<file path="src/rtl/imem_arbiter.sv">
// ---------------------------------------------------------------------------
// imem_arbiter
//
// Shares the single combinational read port of the instruction memory between
// the fetch requester (port 0) and the debug/monitor requester (port 1).
// Each grant starts a burst of 1..4 consecutive words, one word per cycle.
// Read data is registered and returned one cycle after its issue cycle, with
// per-port valid/last flags.
//
// Build option:
//   IMEM_ARB_RR_EN  defined   -> round-robin arbitration between the ports
//                   undefined -> fixed priority, port 0 always wins
//
// Ports:
//   clk, reset          clock, asynchronous active-high reset
//   req0/addr0/len0     port 0 request, burst base address, length-1
//   gnt0                port 0 accepted this cycle (combinational pulse)
//   rvalid0/rlast0      port 0 response valid / final word of burst
//   req1 .. rlast1      same for port 1
//   rdata               registered read data shared by both ports
//   imem_addr           address to imem
//   imem_read_dat       data from imem
//   busy                high while words 1..len of a burst are being issued
// ---------------------------------------------------------------------------
module imem_arbiter #(
    parameter int n = 32,
    parameter int r = 6
) (
    input  logic         clk,
    input  logic         reset,
    input  logic         req0,
    input  logic [r-1:0] addr0,
    input  logic [1:0]   len0,
    output logic         gnt0,
    output logic         rvalid0,
    output logic         rlast0,
    input  logic         req1,
    input  logic [r-1:0] addr1,
    input  logic [1:0]   len1,
    output logic         gnt1,
    output logic         rvalid1,
    output logic         rlast1,
    output logic [n-1:0] rdata,
    output logic [r-1:0] imem_addr,
    input  logic [n-1:0] imem_read_dat,
    output logic         busy
);

    typedef enum logic {IDLE, BURST} state_t;

    state_t       state_reg, state_next;
    logic [r-1:0] base_reg, base_next;
    logic [1:0]   len_reg, len_next;
    logic [1:0]   beat_reg, beat_next;
    logic         port_reg, port_next;

    // Word issued this cycle and where its response goes.
    logic         issue_valid;
    logic         issue_port;
    logic         issue_last;

    logic         win;          // selected port when any request is present
    logic [r-1:0] sel_addr;
    logic [1:0]   sel_len;

    logic [n-1:0] rdata_reg;
    logic [1:0]   rvalid_reg;
    logic [1:0]   rlast_reg;

`ifdef IMEM_ARB_RR_EN
    // rr_reg = 1 means port 1 has priority on the next contended cycle.
    logic rr_reg;

    always_ff @(posedge clk or posedge reset) begin
        if (reset) begin
            rr_reg <= 1'b0;
        end else if (gnt0 || gnt1) begin
            rr_reg <= gnt0;
        end
    end

    assign win = (req0 && req1) ? rr_reg : req1;
`else
    assign win = ~req0;
`endif

    assign sel_addr = win ? addr1 : addr0;
    assign sel_len  = win ? len1  : len0;

    // ------------------------------------------------------------------
    // State register
    // ------------------------------------------------------------------
    always_ff @(posedge clk or posedge reset) begin
        if (reset) begin
            state_reg <= IDLE;
            base_reg  <= '0;
            len_reg   <= '0;
            beat_reg  <= '0;
            port_reg  <= 1'b0;
        end else begin
            state_reg <= state_next;
            base_reg  <= base_next;
            len_reg   <= len_next;
            beat_reg  <= beat_next;
            port_reg  <= port_next;
        end
    end

    // ------------------------------------------------------------------
    // Next-state, grant and issue logic
    // ------------------------------------------------------------------
    always_comb begin
        state_next  = state_reg;
        base_next   = base_reg;
        len_next    = len_reg;
        beat_next   = beat_reg;
        port_next   = port_reg;
        gnt0        = 1'b0;
        gnt1        = 1'b0;
        imem_addr   = '0;
        issue_valid = 1'b0;
        issue_port  = port_reg;
        issue_last  = 1'b0;

        case (state_reg)
            IDLE: begin
                // Reset gates the grant so nothing is accepted while held.
                if (!reset && (req0 || req1)) begin
                    gnt0        = ~win;
                    gnt1        = win;
                    imem_addr   = sel_addr;
                    issue_valid = 1'b1;
                    issue_port  = win;
                    issue_last  = (sel_len == 2'd0);
                    base_next   = sel_addr;
                    len_next    = sel_len;
                    port_next   = win;
                    beat_next   = 2'd1;
                    if (sel_len != 2'd0) begin
                        state_next = BURST;
                    end
                end
            end
            BURST: begin
                // Natural r-bit overflow gives the wrap from top of memory to 0.
                imem_addr   = base_reg + {{(r-2){1'b0}}, beat_reg};
                issue_valid = 1'b1;
                issue_last  = (beat_reg == len_reg);
                beat_next   = beat_reg + 2'd1;
                if (beat_reg == len_reg) begin
                    state_next = IDLE;
                end
            end
            default: begin
                state_next = IDLE;
            end
        endcase
    end

    // ------------------------------------------------------------------
    // Response path: capture the issued word, flag it for its port next cycle
    // ------------------------------------------------------------------
    always_ff @(posedge clk or posedge reset) begin
        if (reset) begin
            rdata_reg <= '0;
        end else if (issue_valid) begin
            rdata_reg <= imem_read_dat;
        end
    end

    generate
        for (genvar gi = 0; gi < 2; gi++) begin : g_resp
            always_ff @(posedge clk or posedge reset) begin
                if (reset) begin
                    rvalid_reg[gi] <= 1'b0;
                    rlast_reg[gi]  <= 1'b0;
                end else begin
                    rvalid_reg[gi] <= issue_valid && (issue_port == 1'(gi));
                    rlast_reg[gi]  <= issue_valid && (issue_port == 1'(gi)) && issue_last;
                end
            end
        end
    endgenerate

    assign rdata   = rdata_reg;
    assign rvalid0 = rvalid_reg[0];
    assign rvalid1 = rvalid_reg[1];
    assign rlast0  = rlast_reg[0];
    assign rlast1  = rlast_reg[1];
    assign busy    = (state_reg == BURST);

endmodule
</file>
<file path="config.mk">
export PLATFORM = sky130hd
export DESIGN_NAME = imem_arbiter
export DESIGN_NICKNAME = d
export VERILOG_FILES = /design/src/rtl/imem_arbiter.sv
export SDC_FILE = /design/constraint.sdc
export NUM_CORES = 1
export LEC_CHECK = 0
export ABC_AREA = 1
export CAP_MARGIN = 20
export CORE_UTILIZATION = 42
export DETAILED_ROUTE_END_ITERATION = 8
export GPL_TIMING_DRIVEN = 1
export PLACE_DENSITY = 0.81
export SYNTH_ARGS = -nofsm -noshare
export SYNTH_HDL_FRONTEND = slang
export SYNTH_SLANG_ARGS = --single-unit
</file>
<file path="constraint.sdc">
create_clock -name clk -period 4.6 [get_ports clk]
set_input_delay 1.38 -clock clk [delete_from_list [all_inputs] [get_ports clk]]
set_output_delay 1.38 -clock clk [all_outputs]
set_load 0.01 [all_outputs]
</file>
After elaboration in Yosys (flattened, before gate mapping)
Index checks and enable logic that the tools add are counted.
{"block": "word_totals", "register_bits": 48, "out_inout_bits": 45}
{"block": "op_classes", "add_sub_neg": 2, "n_reduce_logical": 10, "n_eq_ne": 2, "bitwise": 3, "mux": 20}
{"cell": "6-bit two-way mux", "n": 2}
{"cell": "6-bit one-hot mux with 2 select lines", "n": 1}
{"cell": "1-bit two-way mux", "n": 11}
{"cell": "6-bit by 2-bit adder with 6-bit output", "n": 1}
{"cell": "1-bit one-hot mux with 2 select lines", "n": 3}
{"cell": "1-bit logical AND", "n": 5}
{"cell": "2-bit two-way mux", "n": 2}
{"cell": "2-bit one-hot mux with 2 select lines", "n": 1}
{"cell": "1-bit NOT", "n": 3}
{"cell": "2-bit by 1-bit adder with 2-bit output (second input constant)", "n": 1}
{"cell": "2-bit equality test", "n": 1}
{"cell": "2-bit logical NOT", "n": 1}
{"cell": "2-bit inequality test (second input constant)", "n": 1}
{"cell": "2-bit AND reduction", "n": 1}
{"cell": "2-bit nonzero test", "n": 1}
{"cell": "1-bit logical NOT", "n": 1}
{"cell": "1-bit logical OR", "n": 1}

Longest topological paths before layout
{"block": "logic_depth", "ltp_word": 7, "ltp_mapped": 9, "mapped_depth_nobuf": 8}

Worst setup path after synthesis
OpenSTA, ideal clock, no wires.
{"block": "synth_path", "kind": "input to output", "start": "in reset", "end": "out imem_addr[3]", "setup_slack_ns": 0.110, "cell_stages": 5, "arrival_ns": 3.110, "required_ns": 3.220, "path_buffers": 0, "cell_sequence": "inv_1 -> nand3_4 -> inv_2 -> nand2_1 -> o21ai_1"}
{"block": "synth_between", "elab_chain_len": 4}
{"element": "start: declaration", "line": "30", "source": "input logic reset,"}
{"element": "1-bit logical NOT (no line)"}
{"element": "1-bit logical AND", "line": "128", "source": "if (!reset && (req0 || req1)) begin"}
{"element": "6-bit two-way mux", "line": "128"}
{"element": "6-bit one-hot mux with 2 select lines", "line": "125", "source": "case (state_reg)"}
{"element": "end: declaration", "line": "44", "source": "output logic [r-1:0] imem_addr,"}
No other way between the ends.

Final worst setup path
{"block": "layout_path", "start": "in req0", "end": "out imem_addr[3]"}
{"block": "layout_between", "elab_chain_len": 4, "word_cells_on_any_way": 5, "cone_classes": "mux (3); reduce/logical (2)"}
{"element": "start: declaration", "line": "31", "source": "input logic req0,"}
{"element": "1-bit logical OR", "line": "128"}
{"element": "1-bit logical AND", "line": "128"}
{"element": "6-bit two-way mux *", "line": "128"}
{"element": "6-bit one-hot mux with 2 select lines *", "line": "125"}
Every way passes the cells marked *; elsewhere a longest branch is shown, timed or not.

==> metrics.txt <==
outcome=completed; data arrival time of the worst path=3.13 ns; Final nets=423; DR iter-0 viols=98; warnings from Yosys=0; overall power=1.79 mW; non-filler cells, final=439; VDD IR-drop max=0.280 mV; fraction of layout cells with a size suffix above 1=0.0488; Resized cells post-CTS=0; CP Class=in -> out; die area=5600 um2; min-delay worst type=reg -> reg; Antenna Cells=0; hold_buf cts=0; antenna violations before repair=0; flop and latch count out of synthesis=48; Hold Crit Start=rdata[26]; Buf/Inv on CP=4; syn_nets=327; io pins=97; Die X=74.8 um; clock transition at the registers of the reported paths=0.08 ns; origin of the critical flop-to-flop path=busy; max FFs per register=32; Max-Slew Margin vs Limit=0.584; post-route DRC violation count=0; met2 usage=0.349; IO Port Bufs=96; Vias=1970; worst-path maximum fanout=11; Final ANT Viol Nets=0; TritonCTS clock tree=built; Syn Area/Cell=8.19 um2; Startpoint Class=input port; grt total ovfl=0; Fmax=222 MHz; worst-margin pin slew=0.623 ns; Top Usage Layer GRT=met2; Tcrit/Tclk final=0.980; final wirelength=5.12 mm; dpl cells=431; Clock Skew=0.00484 ns; setup tns final=0 ns; final setup fails=0; gr usage total=0.196; insertion delay to the later sink of the worst-skew pair=0.28 ns; crit-path leading delay family=buffers and inverters; CP max stage delay=0.56 ns; Area Overhead vs Synth=47.8%; post-synth design cell area=2230 um2; first-pass GRT wire length=8.42 mm; Tmin final=4.51 ns; CTS Buf Count=5; clk sinks=48; FP Rows=26; max cap viols=0; Critical Path Start=req0; post-DP HPWL=3.79 mm; largest net degree at the start of global routing=50; Worst R2R Path Depth=4; most frequent cells in the layout=nand2_1 (153), clkdlybuf4s50_1 (96), dfrtp_1 (48); register area share after synthesis=0.539; root buffer cell=clkbuf_8; gpl congestion=0.791; FILL cells=465; critical path depth in cells=8; routing usage on met3=0.0415; commonest non-fill, non-tap cell in the layout=nand2_1; number of distinct library cells after synthesis=23; met1 usage=0.239; PwrDens=544 nW/um2; vias in the first global route=1926; Die H=74.8 um; most frequent CP cell=clkdlybuf4s50_1; drt via density=4.49; RSZ-0062 raised after global routing=no; H-tree levels=2; Starting Density=0.436; cell chain of the critical path=clkdlybuf4s50_1 -> inv_6 -> nand2_4 -> nand3_4 -> inv_2 -> nand2_1 -> o21ai_1 -> clkdlybuf4s50_1; iteration count of the initial detailed-routing pass=4; Core Util, Final=0.644; Worst Path Required=3.22 ns; postcts setup bufs=0; synthesized netlist cell count=272; Core Area=5110 um2; Crit. End Element=output port; Lkg Pwr=1.67 nW; DR WL/cell=11.7 um; hold depth=2; final slew viol count=0; Hold Vio Cnt, Final=0; Max Root-Sink Buffers=2; Critical Path Slowest Stage Cell=clkdlybuf4s50_1
[routing by layer]
layer  up-vias  wire, um
li1       1009         -
met1       897      2290
met2        56      2490
met3         8       274
met4         0        59
met5         -         0
[through the flow]
stage / hold WS (ns) / worst slack [ns] / cell area (um2)
6_report: 0.472 / 0.0900 / 3290
5_1_grt: 0.497 / 0.00909 / 3290
4_1_cts: 0.478 / 0.0837 / 3290
3_5_place_dp: 0.457 / 0.0830 / 3200
3_3_place_gp: 0.454 / 0.150 / 3200
2_1_floorplan: 0.455 / 0.110 / 2230
[logic make-up after synthesis]
kind of cell               synth area share
DFF                                   0.539
adders and majority gates            0.0202
buffers and inverters                0.0837
xor gates and xnor gates            0.00393
AOI/OAI and AO/OA                    0.0270
and+or+nand+nor                       0.326
[final timing paths]
kind	to	slack [ns]
worst max-delay path	imem_addr[3]	0.09
worst min-delay path	rdata[26]	0.47
worst max register to register	busy	3.10
worst min register to register	rdata[26]	0.47
max in group asynchronous	rdata[12]	2.47
min in group asynchronous	rvalid0	1.71
[Yosys cell counts]
master   count  area, um2
nand2_1    153        574
dfrtp_1     48       1200
inv_1       19       71.3
nor2_1      10       37.5
o21ai_0      8       40.0
buf_4        4       30.0
buf_6        4       45.0
nand3_1      4       20.0
a21oi_1      3       15.0
nor3_1       3       15.0
ha_1         2       25.0
inv_4        2       12.5
nand2_4      2       22.5
buf_8        1       15.0
fa_1         1       20.0
inv_2        1       3.75
inv_6        1       8.76
nand2_8      1       20.0
nand3_4      1       17.5
nand4_1      1       6.26
nand4_2      1       12.5
o21ai_1      1       5.00
xor2_1       1       8.76
[power breakdown]
group	internal, mW	total [mW]	switching (mW)
clock network	0.123	0.251	0.128
logic	0.426	0.850	0.424
registers	0.581	0.688	0.107
total	1.13	1.79	0.660
[worst reg2reg max path, delay by kind of cell (launching register included)]
| kind | cells | cell delay [ns] |
|---|---|---|
| buffers and inverters | 2 | 0.34 |
| AND/OR/NAND/NOR | 2 | 0.47 |
| flip-flops | 1 | 0.60 |
[layout make-up]
cell class / instances / area [um2] / area share
Clock buffer: 8 / 90.1 / 0.0274
Timing Repair Buffer: 98 / 976 / 0.297
Multi-Input combinational cell: 192 / 840 / 0.255
Inverter: 23 / 96.3 / 0.0293
Sequential cell: 48 / 1200 / 0.365
Tap cell: 70 / 87.6 / 0.0266
Note: power is estimated with default switching activity, not from simulation.
